File: src/rtl/imem_loader_pkg.sv
// Shared definitions for the instruction-memory loader: datapath width,
// loader state encoding and the word-index to byte-address helper.
package imem_loader_pkg;

    localparam int CPU_WIDTH = 32;

    typedef enum logic [2:0] {
        LDR_IDLE = 3'd0,
        LDR_LOAD = 3'd1,
        LDR_CSUM = 3'd2,
        LDR_DONE = 3'd3,
        LDR_ERR  = 3'd4
    } ldr_state_e;

    function automatic logic [CPU_WIDTH-1:0] ldr_word_addr(
        input logic [CPU_WIDTH-1:0] base,
        input logic [CPU_WIDTH-1:0] idx
    );
        return base + (idx << 2);
    endfunction

endpackage

File: src/rtl/imem_loader.sv
// Streams 32-bit instruction words into inst_mem and holds the core in reset
// until the image is loaded. Define IMEM_LOADER_CSUM_EN for a trailing checksum beat.
module imem_loader
    import imem_loader_pkg::*;
#(
    parameter int                   DEPTH     = 256,
    parameter logic [CPU_WIDTH-1:0] BASE_ADDR = 32'h0000_0000,
    parameter int                   AW        = $clog2(DEPTH)
) (
    input  logic                 clk,
    input  logic                 rstn,
    input  logic                 load_start,
    input  logic                 s_valid,
    input  logic [CPU_WIDTH-1:0] s_data,
    input  logic                 s_last,
    output logic                 s_ready,
    output logic                 imem_we,
    output logic [CPU_WIDTH-1:0] imem_waddr,
    output logic [CPU_WIDTH-1:0] imem_wdata,
    output logic                 core_rstn,
    output logic                 load_done,
    output logic                 load_err,
    output logic [AW:0]          word_count
);

    localparam logic [AW:0] LAST_SLOT = (AW+1)'(DEPTH - 1);

    ldr_state_e           r_state;
    ldr_state_e           w_next_state;
    logic [AW:0]          r_word_count;
    logic                 r_we;
    logic [CPU_WIDTH-1:0] r_waddr;
    logic [CPU_WIDTH-1:0] r_wdata;
    logic                 r_core_rstn;

    logic w_accept;
    logic w_data_beat;
    logic w_start;
    logic w_at_last_slot;

    assign s_ready        = (r_state == LDR_LOAD) || (r_state == LDR_CSUM);
    assign w_accept       = s_valid && s_ready;
    assign w_data_beat    = w_accept && (r_state == LDR_LOAD);
    assign w_start        = load_start &&
                            ((r_state == LDR_IDLE) || (r_state == LDR_DONE) || (r_state == LDR_ERR));
    assign w_at_last_slot = (r_word_count == LAST_SLOT);

`ifdef IMEM_LOADER_CSUM_EN
    logic [CPU_WIDTH-1:0] r_sum;
    logic [CPU_WIDTH-1:0] w_sum_next;

    assign w_sum_next = r_sum + s_data;

    // Running sum only matters between load_start and the checksum beat.
    always_ff @(posedge clk) begin
        if (w_start) begin
            r_sum <= '0;
        end else if (w_data_beat) begin
            r_sum <= w_sum_next;
        end
    end
`endif

    always_comb begin
        w_next_state = r_state;
        case (r_state)
            LDR_IDLE: begin
                if (load_start) w_next_state = LDR_LOAD;
            end
            LDR_LOAD: begin
                if (w_accept) begin
                    if (s_last) begin
`ifdef IMEM_LOADER_CSUM_EN
                        w_next_state = LDR_CSUM;
`else
                        w_next_state = LDR_DONE;
`endif
                    end else if (w_at_last_slot) begin
                        w_next_state = LDR_ERR;
                    end
                end
            end
            LDR_CSUM: begin
`ifdef IMEM_LOADER_CSUM_EN
                if (w_accept) begin
                    w_next_state = (w_sum_next == '0) ? LDR_DONE : LDR_ERR;
                end
`else
                w_next_state = LDR_IDLE;
`endif
            end
            LDR_DONE: begin
                if (load_start) w_next_state = LDR_LOAD;
            end
            LDR_ERR: begin
                if (load_start) w_next_state = LDR_LOAD;
            end
            default: w_next_state = LDR_IDLE;
        endcase
    end

    // Stage boundary: accepted beat becomes a registered memory write.
    always_ff @(posedge clk) begin
        if (!rstn) begin
            r_state      <= LDR_IDLE;
            r_word_count <= '0;
            r_we         <= 1'b0;
            r_waddr      <= BASE_ADDR;
            r_wdata      <= '0;
            r_core_rstn  <= 1'b0;
        end else begin
            r_state     <= w_next_state;
            r_core_rstn <= (w_next_state == LDR_DONE);
            r_we        <= w_data_beat;
            if (w_start) begin
                r_word_count <= '0;
            end else if (w_data_beat) begin
                r_word_count <= r_word_count + 1'b1;
            end
            if (w_data_beat) begin
                r_waddr <= ldr_word_addr(BASE_ADDR, CPU_WIDTH'(r_word_count));
                r_wdata <= s_data;
            end
        end
    end

    assign imem_we    = r_we;
    assign imem_waddr = r_waddr;
    assign imem_wdata = r_wdata;
    assign core_rstn  = r_core_rstn;
    assign load_done  = (r_state == LDR_DONE);
    assign load_err   = (r_state == LDR_ERR);
    assign word_count = r_word_count;

endmodule

File: config.mk
export PLATFORM = sky130hd
export DESIGN_NAME = imem_loader
export DESIGN_NICKNAME = d
export VERILOG_FILES = /design/src/rtl/imem_loader_pkg.sv /design/src/rtl/imem_loader.sv
export SDC_FILE = /design/constraint.sdc
export NUM_CORES = 1
export LEC_CHECK = 0
export ABC_AREA = 1
export ABC_CLOCK_PERIOD_IN_PS = 1500
export CAP_MARGIN = 15
export CORE_ASPECT_RATIO = 0.7
export CORE_MARGIN = 3
export CORE_UTILIZATION = 36
export CTS_CLUSTER_SIZE = 8
export DETAILED_ROUTE_END_ITERATION = 12
export PLACE_DENSITY = 0.86
export SYNTH_ARGS = -nofsm -noshare
export SYNTH_HDL_FRONTEND = slang
export SYNTH_SLANG_ARGS = --single-unit
File: constraint.sdc
create_clock -name clk -period 1.5 [get_ports clk]
set_clock_uncertainty 0.05 [all_clocks]
set_input_delay 0.3 -clock clk [delete_from_list [all_inputs] [get_ports clk]]
set_output_delay 0.3 -clock clk [all_outputs]
set_load 0.1 [all_outputs]
## After elaboration in Yosys (flattened, before gate mapping)

Index checks and enable logic that the tools add are counted.

| word-level totals | value |
|---|---|
| bits in registers | 55 |
| input port bits | 37 |
| output and inout port bits | 78 |

| operators by class | value |
|---|---|
| $add $sub $neg | 1 |
| equality and inequality tests | 6 |
| mux-type cells | 5 |
| bitwise gates (word level) | 1 |
| reduce and logical (&&, ||, !) cells | 9 |

Operators with widths:

| operator | number |
|---|---|
| 2-to-1 mux 3 bit | 4 |
| adder 9 x 1 -> 9 bit (second input constant) | 1 |
| equality test 3 x 2 -> 1 bit (second input constant) | 3 |
| equality test 9 x 8 -> 1 bit (second input constant) | 1 |
| one-hot mux 3 bit (2 select lines) | 1 |
| equality test 3 x 1 -> 1 bit (second input constant) | 1 |
| equality test 3 bit (second input constant) | 1 |
| logical AND 1 bit | 3 |
| logical NOT 3 bit | 1 |
| logical OR 1 bit | 3 |
| OR reduction 3 bit | 1 |
| OR reduction 2 bit | 1 |
| inverter 1 bit | 1 |

## Depth between registers and ports, before layout

| depth | value |
|---|---|
| depth after elaboration | 6 |
| gate-level depth with buffers | 8 |
| mapped depth without buffers | 8 |

## Worst setup path before layout

OpenSTA, ideal clock, no wires.

| path | value |
|---|---|
| path type | register to output |
| start point | reg r_state[1] |
| end point | out s_ready |
| arrival time | 2,531 ps |
| path slack | -1,381 ps |
| stages on the path, launching flop included | 3 |
| buffers on the path | 0 |
| cells stage by stage | dfxtp_1 -> nor2_1 -> nor3_1 |

| on the way | value |
|---|---|
| longest elaborated chain between the ends | 2 |
| elaborated cells on any way between the ends | 3 |
| those cells by class | eq/ne: 2; reduce/logical: 1 |

RTL lines:

| element | line | source |
|---|---|---|
| from (decl) | imem_loader.sv:28 | `ldr_state_e r_state;` |
| from (signal assigned) | imem_loader.sv:112 | `r_state <= w_next_state;` |
| equality test 3 x 1 -> 1 bit / equality test 3 x 2 -> 1 bit (equally long branches) | imem_loader.sv:41 | `assign s_ready = (r_state == LDR_LOAD) \|\| (r_state == LDR_CSUM);` |
| logical OR 1 bit (*) | imem_loader.sv:41 |  |
| to (decl) | imem_loader.sv:16 | `output logic s_ready,` |

Every way passes the cells marked *; elsewhere a longest branch is shown, timed or not.

## Worst setup path after layout

| path | value |
|---|---|
| start point | reg r_state[0] |
| end point | out load_err |

| on the way | value |
|---|---|
| longest elaborated chain between the ends | 1 |

RTL lines:

| element | line | source |
|---|---|---|
| equality test 3 bit | imem_loader.sv:132 | `assign load_err = (r_state == LDR_ERR);` |
| to (decl) | imem_loader.sv:22 | `output logic load_err,` |

Every way passes these cells.

==> reports/results.ini <==
[status]
status=finished, violations left
violations=setup timing

[floorplanning]
die_area_sq_um=7290
ios=115
row_count=23
die_h_um=72.34
die_w_um=100.8
floorplan.core_area_sq_um=5899
start_util=0.3837

[critical_path]
cp-start-kind=register
crit_fanout=3
cp.required_ps=1150
r2r_cells=7
crit_path_end_kind=output port
rr_startpoint=word_count[6]
crit_start=r_state[0]
cp_data_arrival_time_ps=1210
reg2reg_to=r_state[2]
rrSetupSlack_ps=50
critical_path_class=register to output port

[min_path]
hold_end=imem_wdata[19]
hp-class=register to register
hp-start=imem_wdata[19]
hold_path_depth=2

[global_routing]
grt_pass1_wl_um=9977
grt-ovfl-total=0
grt_pass1_vias=2221
track_usage=0.1719
grt_max_degree=31
antenna_found_initial=0

[clocking]
clk_pin_slew_ps=100
cts_sinks=55
clock_path_buffers=2
cts_hold_buf=0
cts_made_buffers=5
cts_tree=yes
htree_levels=2
clk_latency_ps=300
clockRootBuffer=clkbuf_8

[route]
dr.pass1.iters=4
vias_per_cell=4.619
drtAntennaViolNets=0
routed_wirelength_um=6314
route.detailed.drc=0
highest_layer=met4
drt_iter0_markers=39
wl_met2_um=3219
met3_wirelength_um=500
route.vias.total=2231
wl_met1_um=2547
avgRoutedWirePerCell_um=13.07

[layout]
fin_util=0.6950
diodes=0
syn2layout_area_growth_pct=81.15
drive_above_1_share=0.2843
fin_area_sq_um=4100
nets=446

[place]
placed_area_sq_um=3945
dp_hpwl_um=4964
gp_congestion=0.8432
port_buffers=91

[power]
sw_frac_of_total=0.4091
p_int_mw=2.417
ir_drop_v=0.0006063
powerDensity_nw_per_um2=997.6
p_switching_mw=1.673
p_clk_frac=0.189
power_frac_seq=0.399
p_leak_nw=1.655
combPwrFrac=0.411

[sta]
rsz0062_at_grt=true
max_freq_ghz=0.6405
fin_crit_sh=1.041
hold_violations=0
setup_viol=3
fin_ws_ps=-61.24
fin_crit_ps=1561
final_max_slew_viol_count=0

[flow_run]
max_cap_viol_count=0

[logic_synthesis]
synth-seq-area-share=0.4865
synthCells=300
synth_warnings=0
netlist_area_sq_um=2263
ys_ff_latch=55
avgSynthCellArea_sq_um=7.545
synth_cell_types=22

## cells in the mapped netlist (all sizes together)
cell type | n | area [sq um]
a21oi | 18 | 93.84
buf | 33 | 227.7
clkbuf | 4 | 15.01
conb | 1 | 3.750
dfxtp | 55 | 1101
ha | 2 | 25.02
inv | 18 | 67.56
nand2 | 32 | 122.6
nand3 | 4 | 20.02
nand4 | 1 | 6.260
nor2 | 82 | 307.8
nor3 | 2 | 21.27
nor4 | 1 | 6.260
o21a | 1 | 7.510
o21ai | 44 | 220.2
xor2 | 2 | 17.52
## layout by cell type, fill, tap and decap left out, types with 3 or more instances in the layout
cell | netlist | layout
a21oi_1 | 17 | 17
buf_12 | 0 | 60
buf_4 | 25 | 18
clkbuf_1 | 4 | 3
clkbuf_8 | 0 | 5
clkdlybuf4s50_1 | 0 | 36
conb_1 | 1 | 23
dfxtp_1 | 55 | 43
dfxtp_4 | 0 | 10
inv_1 | 15 | 12
inv_2 | 3 | 5
nand2_1 | 31 | 28
nand2_2 | 1 | 4
nand3_1 | 4 | 3
nor2_1 | 82 | 78
o21ai_0 | 43 | 43
## routing by layer
metal	vias up	track usage
met5	-	0
met4	0	0.04335
met3	6	0.05956
met2	81	0.3115
met1	1028	0.1934
li1	1116	-
## metrics by stage
| step | hold slack [ps] | setup WS [ps] | total power [mW] | TNS, ps | instances |
|---|---|---|---|---|---|
| 2_1_floorplan | 388.4 | -116.4 | 2.769 | -286.3 | 322 |
| 3_5_place_dp | 466.1 | -193.2 | 3.342 | -6513 | 471 |
| 4_1_cts | 478.9 | -57.37 | 4.124 | -134.4 | 480 |
| 6_report | 474.3 | -61.24 | 4.090 | -93.50 | 483 |
| 3_3_place_gp | 459.2 | -162.3 | 3.317 | -5220 | 471 |
| 5_1_grt | 505.0 | -130.5 | 4.259 | -404.0 | 483 |
## worst max-delay path, cell delays in order (launching register included)
cell and delay (ps):
dfxtp_4 380, nor2_4 150, inv_2 70, nor2_4 120
buf_12 190
## power by group through the flow
stage | sequential [mW] | clock (mW) | combinational [mW]
final | 1.63 | 0.774 | 1.68
after floorplan | 2.24 | 0 | 0.533
after detailed placement | 1.67 | 0 | 1.67
after global routing | 1.64 | 0.865 | 1.75
after CTS | 1.63 | 0.810 | 1.68
after global placement | 1.66 | 0 | 1.65
## kinds of logic (layout without fill, tap and decap cells)
kind of cell / Yosys count / after routing / share of synthesized area
adders and majority gates: 2 / 2 / 0.01105
and+or+nand+nor: 122 / 122 / 0.2139
DFF: 55 / 55 / 0.4865
other: 1 / 23 / 0.001657
buffers and inverters: 55 / 141 / 0.1371
AOI/OAI and AO/OA: 63 / 63 / 0.1421
xor gates and xnor gates: 2 / 2 / 0.007740
## worst max-delay path by stage
stage / to / slack [ps]
floorplan: s_ready / -120
finish: load_err / -60
CTS: load_err / -60
global route: load_err / -130
global placement: word_count[2] / -160
detailed placement: word_count[7] / -190
## area by class of cell
cell class,instances,area [sq um]
inverters,18,71.32
multi-input cells,212,1006
well taps,75,93.84
clock buffers,8,80.08
repair buffers,115,1708
flip-flops and latches,55,1141
fillers,454,1799
## flip-flops by register name (all words and copies together) (netlist names)
register	flops
imem_waddr	9
core_rstn	1
imem_wdata	32
r_state	3
imem_we	1
word_count	9
## repair_timing
action                                 CTS  global route
gates resized for setup                 11             5
pin swaps                                1             1
setup endpoints to repair                5            39
endpoints found under the hold margin    0             0
setup buffers                            1             3
Power figures use the tool's default switching activity.
